File: src/rtl/row_clear_ctrl.sv
// Clear-phase sequencer for the board RAM: drops full rows, compacts the rest downward, zero-fills the top.
// Optional SCORE_EN macro adds a saturating score accumulator; otherwise score is tied to 0.
module row_clear_ctrl #(
  parameter int unsigned ROWS  = 16,
  parameter int unsigned COLS  = 10,
  parameter int unsigned ROW_W = 4
) (
  input  logic             clka,
  input  logic             restart,
  input  logic             start_clear,
  output logic [ROW_W-1:0] rd_addr,
  input  logic [COLS-1:0]  rd_data,
  output logic             wr_en,
  output logic [ROW_W-1:0] wr_addr,
  output logic [COLS-1:0]  wr_data,
  output logic             busy,
  output logic             clear_done,
  output logic [ROW_W:0]   lines_cleared,
  output logic [15:0]      score
);

  localparam int unsigned CNT_W = ROW_W + 1;

  typedef enum logic [2:0] {
    S_IDLE,
    S_READ,
    S_EVAL,
    S_FILL,
    S_DONE
  } state_e;

  state_e             state_q, state_d;
  logic [ROW_W-1:0]   src_q, src_d;
  logic [CNT_W-1:0]   dst_q, dst_d;
  logic [CNT_W-1:0]   cleared_q, cleared_d;
  logic               busy_q, busy_d;
  logic               done_q, done_d;

  // State and datapath registers
  always_ff @(posedge clka) begin
    if (restart) begin
      state_q   <= S_IDLE;
      src_q     <= '0;
      dst_q     <= '0;
      cleared_q <= '0;
      busy_q    <= 1'b0;
      done_q    <= 1'b0;
    end else begin
      state_q   <= state_d;
      src_q     <= src_d;
      dst_q     <= dst_d;
      cleared_q <= cleared_d;
      busy_q    <= busy_d;
      done_q    <= done_d;
    end
  end

  // Write port is decoded in EVAL from the read data, so it is combinational by necessity
  always_comb begin
    state_d   = state_q;
    src_d     = src_q;
    dst_d     = dst_q;
    cleared_d = cleared_q;
    busy_d    = busy_q;
    done_d    = 1'b0;
    wr_en     = 1'b0;
    wr_addr   = '0;
    wr_data   = '0;
    case (state_q)
      S_IDLE: begin
        if (start_clear) begin
          src_d     = '0;
          dst_d     = '0;
          cleared_d = '0;
          busy_d    = 1'b1;
          state_d   = S_READ;
        end
      end
      S_READ: begin
        state_d = S_EVAL;
      end
      S_EVAL: begin
        if (&rd_data) begin
          cleared_d = cleared_q + CNT_W'(1);
        end else begin
          if (CNT_W'(src_q) != dst_q) begin
            wr_en   = 1'b1;
            wr_addr = dst_q[ROW_W-1:0];
            wr_data = rd_data;
          end
          dst_d = dst_q + CNT_W'(1);
        end
        if (src_q < ROW_W'(ROWS - 1)) begin
          src_d   = src_q + ROW_W'(1);
          state_d = S_READ;
        end else if (dst_d < CNT_W'(ROWS)) begin
          state_d = S_FILL;
        end else begin
          state_d = S_DONE;
          busy_d  = 1'b0;
          done_d  = 1'b1;
        end
      end
      S_FILL: begin
        wr_en   = 1'b1;
        wr_addr = dst_q[ROW_W-1:0];
        dst_d   = dst_q + CNT_W'(1);
        if (dst_q == CNT_W'(ROWS - 1)) begin
          state_d = S_DONE;
          busy_d  = 1'b0;
          done_d  = 1'b1;
        end
      end
      S_DONE: begin
        state_d = S_IDLE;
      end
      default: begin
        state_d = S_IDLE;
      end
    endcase
  end

  assign rd_addr       = src_q;
  assign busy          = busy_q;
  assign clear_done    = done_q;
  assign lines_cleared = cleared_q;

`ifdef SCORE_EN
  logic [15:0] score_q;
  logic [15:0] bonus;
  logic [16:0] score_sum;

  // Points for the pass just finished; four or more lines earn the top award
  always_comb begin
    bonus = 16'd0;
    case (cleared_q)
      CNT_W'(0): bonus = 16'd0;
      CNT_W'(1): bonus = 16'd40;
      CNT_W'(2): bonus = 16'd100;
      CNT_W'(3): bonus = 16'd300;
      default:   bonus = 16'd1200;
    endcase
    score_sum = {1'b0, score_q} + {1'b0, bonus};
  end

  always_ff @(posedge clka) begin
    if (restart) begin
      score_q <= '0;
    end else if (state_q == S_DONE) begin
      score_q <= score_sum[16] ? 16'hFFFF : score_sum[15:0];
    end
  end

  assign score = score_q;
`else
  assign score = '0;
`endif

endmodule
File: config.mk
export PLATFORM = sky130hd
export DESIGN_NAME = row_clear_ctrl
export DESIGN_NICKNAME = d
export VERILOG_FILES = /design/src/rtl/row_clear_ctrl.sv
export SDC_FILE = /design/constraint.sdc
export NUM_CORES = 1
export LEC_CHECK = 0
export ABC_AREA = 1
export BUFFER_PORTS_ARGS = -buffer_cell sky130_fd_sc_hd__clkbuf_2
export CORE_MARGIN = 10
export CORE_UTILIZATION = 50
export DETAILED_ROUTE_END_ITERATION = 10
export PLACE_DENSITY = 0.81
export SYNTH_ARGS = -nofsm -noshare
export SYNTH_HDL_FRONTEND = slang
export SYNTH_SLANG_ARGS = --single-unit
File: constraint.sdc
create_clock -name clka -period 4.5 [get_ports clka]
set_input_delay 0.9 -clock clka [delete_from_list [all_inputs] [get_ports clka]]
set_output_delay 0.9 -clock clka [all_outputs]
set_load 0.005 [all_outputs]
# Yosys cells after proc, flatten, opt, wreduce, memory -nomap -nowiden
# Cells that the tools add are included.
# classes
n_addsub	3
magnitude_cmp	2
n_eq_ne	11
mux	32
n_reduce_logical	9
# ops
op	n
$mux 10	3
$mux 5	4
$mux 4	4
$pmux 4 s2	2
$pmux 5 s3	1
$mux 3	4
$ne 2x2->1 const B	6
$pmux 3 s4	1
$add 5x1->5 const B	2
$pmux 5 s2	1
$reduce_and 10->1	1
$mux 1	9
$eq 3x2->1 const B	2
$reduce_and 3->1	2
$eq 5x4->1 const B	1
$lt 5x5->1 const B	1
$ne 4x5->1	1
$reduce_and 5->1	1
$add 4x1->4 const B	1
$lt 4x4->1 const B	1
$pmux 1 s2	2
$reduce_and 2->1	2
$eq 3x1->1 const B	1
$logic_not 3->1	1
other kinds (3)	3
# totals
ff_bits	19
in_bits	13
out_inout_bits	42
word_cells	63

# Depth between registers and ports, before layout
# logic_depth
depth_word	7
ltp_mapped	10
mapped_depth_nobuf	10

# Worst setup path after synthesis
# No wires, ideal clock.
# synth_timing
path_type	input to output
start	input rd_data[7]
end	output wr_en
arrival_time_ns	1.674
t_required_ns	3.600
setup_slack_ns	1.926
stages	7
path_buffers	1
path_cell_list	nand2_1 nor2_1 nand3_1 nand2_1 o21bai_2 buf_2 nand2_1
# synth_via
elab_chain_len	3
# synth_lines
element	line_no	source
start, declared	12	input logic [COLS-1:0] rd_data,
$reduce_and 10->1	83	if (&rd_data) begin
$mux 1	83	
$pmux 1 s2	69	case (state_q)
end, declared	13	output logic wr_en,
# Every way passes these cells.

# Worst setup path in the final report
# layout_timing
start	register state_q[2]
end	output wr_addr[3]
# layout_via
elab_chain_len	2
elab_cells_between_ends	3
classes_between	eq/ne: 2; mux: 1
# layout_lines
element	line_no	source
start, declared	32	state_e state_q, state_d;
start signal, assigned	49	state_q <= state_d;
$eq 3x2->1	69	
$pmux 4 s2 (*)	69	
end, declared	14	output logic [ROW_W-1:0] wr_addr,
# Every way passes the cells marked *; elsewhere a longest branch is shown, timed or not.

==> results.sh <==
export IMPL_peakVddDrop_v=0.000325
export IMPL_synth_cell_types=33
export IMPL_crit_type="reg2out"
export IMPL_nNetsFinal=261
export IMPL_cts_sinks=19
export IMPL_holdPathStages=2
export IMPL_dr_total_vias=1315
export IMPL_synth_seq_area_share_pct=28.1
export IMPL_p_leak_nw=0.773
export IMPL_grtUsageTotal_pct=12.7
export IMPL_hp_class="reg2reg"
export IMPL_first_pass_iters=4
export IMPL_synthCells=205
export IMPL_min_period_ns=2.83
export IMPL_wirelength_mm=3.29
export IMPL_regToRegEndpoint="state_q[1]"
export IMPL_worst_endpoint_required_ns=3.60
export IMPL_fin_setup_tns_ns=0
export IMPL_period_share_pct=63.0
export IMPL_cts_root_buf="clkbuf_4"
export IMPL_grt_pass1_wl_mm=5.59
export IMPL_grt_max_degree=16
export IMPL_vias_per_cell=4.82
export IMPL_status="complete, no violations"
export IMPL_grt_pass1_vias=1322
export IMPL_cts_max_level=1
export IMPL_io_pin_count=55
export IMPL_row_count=18
export IMPL_path_clk_slew_ns=0.10
export IMPL_fin_util_pct=60.4
export IMPL_io_buffers=38
export IMPL_reg2reg_depth=10
export IMPL_timing_rr_start="dst_q[0]"
export IMPL_areaGrowthSynthToFinish_pct=12.6
export IMPL_avgSynthCellArea_um2=6.60
export IMPL_hold_end="busy"
export IMPL_path_max_fanout=15
export IMPL_ant_nets=0
export IMPL_clock_fmax_mhz=353
export IMPL_layout_drive_gt1_share_pct=21.8
export IMPL_wire_per_inst_um=12.0
export IMPL_finalHoldViolCount=0
export IMPL_die_height_um=72.0
export IMPL_skew_ns=0.00102
export IMPL_power_density_mw_per_mm2=352
export IMPL_finalPower_uw=535
export IMPL_drcViolationCount=0
export IMPL_synth_warnings=0
export IMPL_antenna_found_initial=0
export IMPL_diodes=0
export IMPL_hold_buffers=0
export IMPL_insertion_delay_ns=0.30
export IMPL_rsz0062_at_grt="false"
export IMPL_fin_hold_ws_ns=0.469
export IMPL_cts_tree="done"
export IMPL_design_core_area_mm2=0.00252
export IMPL_post_cts_buffers=0
export IMPL_end_kind="output pin"
export IMPL_start_util_pct=53.6
export IMPL_drv_slew=0
export IMPL_die_w_um=72.0
export IMPL_slew_headroom_pct=63.2
export IMPL_die_area_mm2=0.00519
export IMPL_drtIter0Drc=27
export IMPL_synth_seq_cells=19
export IMPL_drv_cap=0
export IMPL_cts_max_path_buffers=2
export IMPL_worstMarginPinSlew_ns=0.551
export IMPL_gp_congestion=0.814
export IMPL_r2r_slack_ns=2.83
export IMPL_cts_inserted_buffers=3
export IMPL_syn_area_mm2=0.00135
export IMPL_cp_arrival_ns=1.93
export IMPL_worst_setup_path_start_kind="flip-flop"
export IMPL_setup_violations=0
export IMPL_cts_resized=0
export IMPL_worstHoldStart="busy"
export IMPL_grt_remaining_overflow=0
export IMPL_dp_hpwl_mm=2.75
final cells by class:
class,instances,area [µm²]
multi-input combinational,148,761
clock buffer,4,26.3
sequential,19,380
inverter,34,128
fill,254,1000
timing repair buffer,38,190
tap,30,37.5
metal layers:
layer,vias to the layer above,routed length (µm),GRT usage [%]
met3,5,299,4.76
met4,0,42,4.95
met2,42,1510,22.1
met1,576,1440,13.5
met5,-,0,0
li1,692,-,-
cells in the final DEF, fill, tap and decap left out, types with 3 or more instances in the layout:
master / n
clkbuf_4: 3
dfxtp_1: 19
a21oi_1: 17
ha_1: 4
nand3_1: 13
o21ai_0: 10
nor3_1: 3
nand2_1: 38
conb_1: 16
nor2_1: 25
clkbuf_2: 38
inv_1: 33
sequential cells by signal, indices dropped and copies added, names as in the netlist:
| name | flops |
|---|---|
| lines_cleared | 5 |
| dst_q | 5 |
| rd_addr | 4 |
| state_q | 3 |
| busy | 1 |
| clear_done | 1 |
worst max-delay path by stage:
stage	cells after the start	slack, ns	start	to
final	7	1.67	state_q[2]	wr_addr[3]
after detailed placement	8	1.66	rd_data[8]	wr_addr[0]
after global placement	8	1.68	rd_data[7]	wr_addr[2]
after floorplan	7	1.93	rd_data[7]	wr_en
after global routing	7	1.48	state_q[2]	wr_addr[0]
after CTS	7	1.66	state_q[2]	wr_addr[0]
where the power goes:
part	switching, mW	internal (mW)	total (mW)
clock network	0.0516	0.0346	0.0862
registers	0.0249	0.191	0.216
logic	0.152	0.0816	0.234
Yosys cell counts:
cell type  count  area, µm²
nor3_2         1       10.0
clkbuf_1       1       3.75
buf_4         16        120
o2111ai_1      1       8.76
ha_1           4       50.1
nor2_4         1       11.3
a21oi_1       17       85.1
a21oi_2        1       8.76
nand3_4        2       35.0
nand3_1       13       65.1
nand2_2        1       6.26
a211oi_1       1       7.51
nor3b_1        1       7.51
conb_1         1       3.75
nand2_4        1       11.3
buf_2          1       5.00
o21bai_2       1       11.3
o21ai_0       10       50.1
xor2_1         1       8.76
xnor2_1        1       8.76
nand2_1       38        143
inv_1         33        124
nand3b_1       2       15.0
buf_6          1       11.3
nand3_2        1       10.0
nor3_1         3       15.0
o211ai_1       1       7.51
nor2_1        25       93.8
nand4_1        2       12.5
inv_2          1       3.75
dfxtp_1       19        380
nor2_2         2       12.5
a31oi_1        1       6.26
cells by family after synthesis:
| family | count (synthesis) | synth area share [%] |
|---|---|---|
| and+or+nand+nor | 93 | 33.1 |
| buffers and inverters | 53 | 19.8 |
| AOI/OAI and AO/OA | 33 | 13.7 |
| DFF | 19 | 28.1 |
| adders and majority gates | 4 | 3.70 |
| xor gates and xnor gates | 2 | 1.30 |
| other | 1 | 0.277 |
worst max-delay path, cell delays in order, from the launching register on:
cell and delay (ns):
dfxtp_1 0.36, nor2_2 0.17, inv_2 0.07, nor2_4 0.28, nand2_1 0.11, o21bai_2 0.32
a21oi_1 0.19, clkbuf_2 0.14
per-stage QoR:
stage          cells  cell area [µm²]  worst slack, ns
2_1_floorplan    220             1410             1.93
3_3_place_gp     269             1500             1.68
3_5_place_dp     269             1500             1.66
4_1_cts          273             1520             1.66
5_1_grt          273             1520             1.48
6_report         273             1520             1.67
No activity file was read; power rests on OpenSTA's default activity.
